**src/rtl/fifo_drain_rr_arbiter.sv**
```systemverilog
// Drains NUM_SRC head-of-FIFO ports into a single registered output slot.
// Burst-limited round-robin: a source may keep the grant for up to MAX_BURST
// consecutive pops while it stays valid, then the search rotates past it.
module fifo_drain_rr_arbiter #(
  parameter int unsigned NUM_SRC    = 4,
  parameter int unsigned DATA_WIDTH = 32,
  parameter int unsigned MAX_BURST  = 4
) (
  input  logic                            clk,
  input  logic                            rst_n,
  input  logic [NUM_SRC-1:0]              src_valid,
  input  logic [NUM_SRC*DATA_WIDTH-1:0]   src_data,
  output logic [NUM_SRC-1:0]              src_pop,
  output logic                            out_valid,
  output logic [DATA_WIDTH-1:0]           out_data,
  output logic [$clog2(NUM_SRC)-1:0]      out_id,
  input  logic                            out_ready
);

  localparam int unsigned ID_W = $clog2(NUM_SRC);
  localparam int unsigned SumW = ID_W + 1;
  localparam int unsigned CntW = $clog2(MAX_BURST + 1);

  localparam logic [SumW-1:0] NumSrcW = SumW'(NUM_SRC);
  localparam logic [ID_W-1:0] LastIdx = ID_W'(NUM_SRC - 1);
  localparam logic [CntW-1:0] MaxCnt  = CntW'(MAX_BURST);

  logic [ID_W-1:0]       rr_ptr_q, rr_ptr_d;
  logic [ID_W-1:0]       last_src_q, last_src_d;
  logic [CntW-1:0]       burst_cnt_q, burst_cnt_d;
  logic                  out_valid_q, out_valid_d;
  logic [DATA_WIDTH-1:0] out_data_q, out_data_d;
  logic [ID_W-1:0]       out_id_q, out_id_d;

  logic            slot_free;
  logic            hold;
  logic            arb_found;
  logic [ID_W-1:0] arb_idx;
  logic [ID_W-1:0] pick_idx;
  logic            pop;

  assign slot_free = ~out_valid_q | out_ready;

  // Continue the current burst while the last source stays valid and has budget left.
  assign hold = (burst_cnt_q != '0) && src_valid[last_src_q] && (burst_cnt_q < MaxCnt);

  // Round-robin search: first valid source at or after rr_ptr, modulo NUM_SRC.
  always_comb begin
    logic [SumW-1:0] sum;
    arb_found = 1'b0;
    arb_idx   = '0;
    sum       = '0;
    for (int k = 0; k < int'(NUM_SRC); k++) begin
      sum = {1'b0, rr_ptr_q} + SumW'(k);
      if (sum >= NumSrcW) begin
        sum = sum - NumSrcW;
      end
      if (!arb_found && src_valid[sum[ID_W-1:0]]) begin
        arb_found = 1'b1;
        arb_idx   = sum[ID_W-1:0];
      end
    end
  end

  assign pick_idx = hold ? last_src_q : arb_idx;

  // Gated by rst_n so no FIFO is popped while the block is held in reset.
  assign pop = rst_n & slot_free & (hold | arb_found);

  // One-hot pop decode of the chosen source.
  always_comb begin
    src_pop = '0;
    for (int i = 0; i < int'(NUM_SRC); i++) begin
      src_pop[i] = pop && (pick_idx == ID_W'(i));
    end
  end

  // Output slot and arbitration next-state.
  always_comb begin
    out_valid_d = out_valid_q;
    out_data_d  = out_data_q;
    out_id_d    = out_id_q;
    rr_ptr_d    = rr_ptr_q;
    last_src_d  = last_src_q;
    burst_cnt_d = burst_cnt_q;

    if (pop) begin
      out_valid_d = 1'b1;
      out_data_d  = src_data[pick_idx*DATA_WIDTH +: DATA_WIDTH];
      out_id_d    = pick_idx;
    end else if (out_valid_q && out_ready) begin
      out_valid_d = 1'b0;
    end

    if (pop) begin
      if (hold) begin
        burst_cnt_d = burst_cnt_q + CntW'(1);
      end else begin
        burst_cnt_d = CntW'(1);
        last_src_d  = pick_idx;
        rr_ptr_d    = (pick_idx == LastIdx) ? '0 : pick_idx + ID_W'(1);
      end
    end else if (slot_free && !hold && (burst_cnt_q != '0)) begin
      // Burst ended (budget spent or source ran dry) with nothing else to pop:
      // forget it so a returning source must win arbitration again.
      burst_cnt_d = '0;
    end
  end

  // State registers, cleared asynchronously.
  always_ff @(posedge clk or negedge rst_n) begin
    if (!rst_n) begin
      out_valid_q <= 1'b0;
      out_data_q  <= '0;
      out_id_q    <= '0;
      rr_ptr_q    <= '0;
      last_src_q  <= '0;
      burst_cnt_q <= '0;
    end else begin
      out_valid_q <= out_valid_d;
      out_data_q  <= out_data_d;
      out_id_q    <= out_id_d;
      rr_ptr_q    <= rr_ptr_d;
      last_src_q  <= last_src_d;
      burst_cnt_q <= burst_cnt_d;
    end
  end

  assign out_valid = out_valid_q;
  assign out_data  = out_data_q;
  assign out_id    = out_id_q;

endmodule

```
**config.mk**
```make
export PLATFORM = sky130hd
export DESIGN_NAME = fifo_drain_rr_arbiter
export DESIGN_NICKNAME = d
export VERILOG_FILES = /design/src/rtl/fifo_drain_rr_arbiter.sv
export SDC_FILE = /design/constraint.sdc
export NUM_CORES = 1
export LEC_CHECK = 0
export CAP_MARGIN = 15
export CORE_UTILIZATION = 38
export DETAILED_ROUTE_END_ITERATION = 6
export MAX_ROUTING_LAYER = met4
export PLACE_DENSITY = 0.95
export SLEW_MARGIN = 20
export SYNTH_ARGS = -nofsm -noshare
export SYNTH_HDL_FRONTEND = slang
export SYNTH_SLANG_ARGS = --single-unit
```
**constraint.sdc**
```tcl
create_clock -name clk -period 4.97 [get_ports clk]
set_clock_uncertainty 0.15 [all_clocks]
set_input_delay 0.994 -clock clk [delete_from_list [all_inputs] [get_ports clk]]
set_output_delay 0.994 -clock clk [all_outputs]
set_load 0.01 [all_outputs]
```
==> flow_metrics.py <==
metrics = {
    "run_status": {
        "status": "finished clean",
    },
    "worst_hold_path": {
        "hp-start": "out_id[0]$_DFFE_PN0P_",
        "hold_path.class": "reg2reg",
    },
    "clocking": {
        "cts_resized": 0,
        "clk_pin_slew_ns": 0.08,
        "cts_made_buffers": 5,
        "hold_buffers": 0,
        "cts.sinks": 42,
        "clk_path_buf_depth": 2,
        "cts_setup_buffers": 0,
        "htreeDepth": 2,
        "insertion_delay_ns": 0.29,
        "cts_root_buffer": "clkbuf_8",
        "cts_tree": "done",
    },
    "global_routing": {
        "grt_overflow": 0,
        "grt_use_total_pct": 26.1,
        "grt_pass1_vias": 2666,
        "antenna_found_initial": 0,
        "grt_max_degree": 44,
        "grt_pass1_wl_mm": 12.8,
    },
    "timing": {
        "relSlewSlack_pct": 46.0,
        "tns_ns": 0,
        "finalHoldViolations": 0,
        "worst_slew_pin_slew_ns": 0.810,
        "maxSlewViolCount": 0,
        "finalSetupViolations": 0,
        "min_period_ns": 4.55,
        "timing.final.crit_share_pct": 91.6,
        "timing.fmax_mhz": 220,
        "rsz0062_at_grt": "false",
    },
    "floorplanning": {
        "die-area_um2": 6820,
        "fp.dieH_um": 82.6,
        "fp-row-count": 28,
        "die_w_um": 82.6,
        "io_pins": 174,
        "coreArea_um2": 6100,
        "start_util_pct": 40.5,
    },
    "synthesis": {
        "synth_seq_cells": 42,
        "yosysSeqAreaShare_pct": 42.6,
        "ys_types": 40,
        "syn_area_um2": 2470,
        "syn_nets": 404,
        "syn_inst": 266,
        "syn_avg_cell_area_um2": 9.28,
        "synthFlopType": "dfrtp_1",
        "yosys_warnings": 0,
        "synth-async-reset-ratio_pct": 100,
        "synth_edf_count": 0,
    },
    "routing": {
        "drt_iter0_markers": 218,
        "drt_wl_total_mm": 8.81,
        "vias": 2935,
        "drc_errors": 0,
        "drt_pass1_iterations": 6,
        "ant_nets": 0,
        "routedWlPerCell_um": 17.4,
        "vias_per_cell": 5.79,
    },
    "placed_design": {
        "finalWeightedCongestion": 0.893,
        "dp_hpwl_mm": 6.70,
        "dpl_cell_area_um2": 4240,
        "portBuffers": 173,
    },
    "critical_path": {
        "ff2ff_setup_slack_ns": 1.84,
        "r2r-start": "burst_cnt_q[0]$_DFFE_PN0P_",
        "endpoint_kind": "output pin",
        "worstPathRequired_ns": 3.83,
        "critPathArrivalTime_ns": 3.41,
        "startpoint": "src_valid[2]",
        "cp_max_fo": 7,
        "criticalPathCategory": "in2out",
        "start_kind": "primary input",
    },
    "pwr": {
        "peakVddDrop_v": 0.000390,
        "p_total_mw": 2.37,
        "power_density_nw_per_um2": 546,
        "power_leakage_nw": 1.70,
    },
    "flow_run": {
        "drv_cap": 0,
    },
    "finish": {
        "multi_input_area_um2": 1290,
        "antennaDiodeCount": 0,
        "fillCellCount": 482,
        "drive_gt1_share_pct": 5.79,
        "finalInstanceArea_um2": 4340,
        "ff_latch_area_um2": 1050,
        "final_nets": 569,
        "areaGrowthSynthToFinish_pct": 76.1,
    },
}
## power breakdown
group / internal, mW / switching [mW] / leakage (nW)
sequential: 0.509 / 0.118 / 0.481
combinational: 0.742 / 0.729 / 1.16
clock: 0.151 / 0.121 / 0.0524
total: 1.40 / 0.969 / 1.70
## state kept, by name, summed over array words and instances (netlist names)
signal / flops
last_src_q: 2
out_id: 2
out_valid: 1
out_data: 32
rr_ptr_q: 2
burst_cnt_q: 3
## worst max-delay path, cell delays in order
cell	delay (ns)
clkdlybuf4s50_1	0.51
nor2b_1	0.20
or4b_4	0.55
and2_4	0.20
o21ai_1	0.16
ha_1	0.15
and2_1	0.11
clkdlybuf4s50_1	0.53
## path summary, 6_finish.rpt
kind,endpoint,depth (start not counted)
worst max-delay path,src_pop[3],8
worst min register to register,out_id[0]$_DFFE_PN0P_,1
max in group asynchronous,burst_cnt_q[1]$_DFFE_PN0P_,2
worst min-delay path,out_id[0]$_DFFE_PN0P_,1
worst max register to register,rr_ptr_q[0]$_DFFE_PN0P_,8
min in group asynchronous,out_data[16]$_DFFE_PN0P_,2
## cells in the final DEF, fill, tap and decap left out, drive strengths merged, types with 2 or more instances in the layout
master and count:
nand2 40, o21ai 4, o22ai 4, mux2i 6, buf 8, mux2 2, or2 2, and2 4
a21oi 2, clkbuf 7, nand3 2, a222oi 32, ha 3, nor2 37, inv 7, dfrtp 42
nor2b 4, clkdlybuf4s50 172, a21o 2, a31oi 34
## area by class of cell
class	instances	area share, %
flip-flops and latches	42	24.2
well taps	75	2.16
inverters	7	0.605
clock inverters	1	0.691
multi-input cells	195	29.6
clock buffers	7	1.76
repair buffers	180	41.0
## cell families after synthesis
logic type | count (synthesis) | share of synthesized area [%]
simple gates | 98 | 17.6
compound gates | 85 | 28.2
flops | 42 | 42.6
buf+inv | 29 | 5.78
mux | 9 | 4.26
fa+ha+maj | 3 | 1.52
## layer usage
metal,GRT usage [%],share of wire (%)
met5,-,0
met4,9.48,2.2
met3,7.47,10
met2,45.1,51
met1,28.6,37
## per-stage QoR
stage | worst slack, ns | util, % | cells | hold slack, ns
floorplan | 1.41 | - | 266 | 0.328
global placement | 0.459 | 69.5 | 499 | 0.334
detailed placement | 0.415 | 69.5 | 499 | 0.340
CTS | 0.423 | 71.3 | 507 | 0.358
global route | 0.312 | 71.3 | 507 | 0.377
finish | 0.419 | 71.3 | 507 | 0.356
## cell usage after synthesis (2+ instances only)
cell      instances  area (um2)
dfrtp_1          42        1050
nand2_1          40         150
nor2_1           37         139
a31oi_1          34         213
a222oi_1         32         320
clkbuf_1         10        37.5
buf_2             9        45.0
inv_1             7        26.3
mux2i_1           6        60.1
nor2b_1           4        25.0
and2_1            3        18.8
buf_6             3        33.8
ha_1              3        37.5
a21o_1            2        15.0
a21oi_1           2        10.0
mux2_1            2        22.5
nand3_1           2        10.0
o21ai_0           2        10.0
o21ai_1           2        10.0
o22ai_1           2        12.5
o22ai_2           2        25.0
or2_2             2        12.5
No activity file was read; power rests on OpenSTA's default activity.
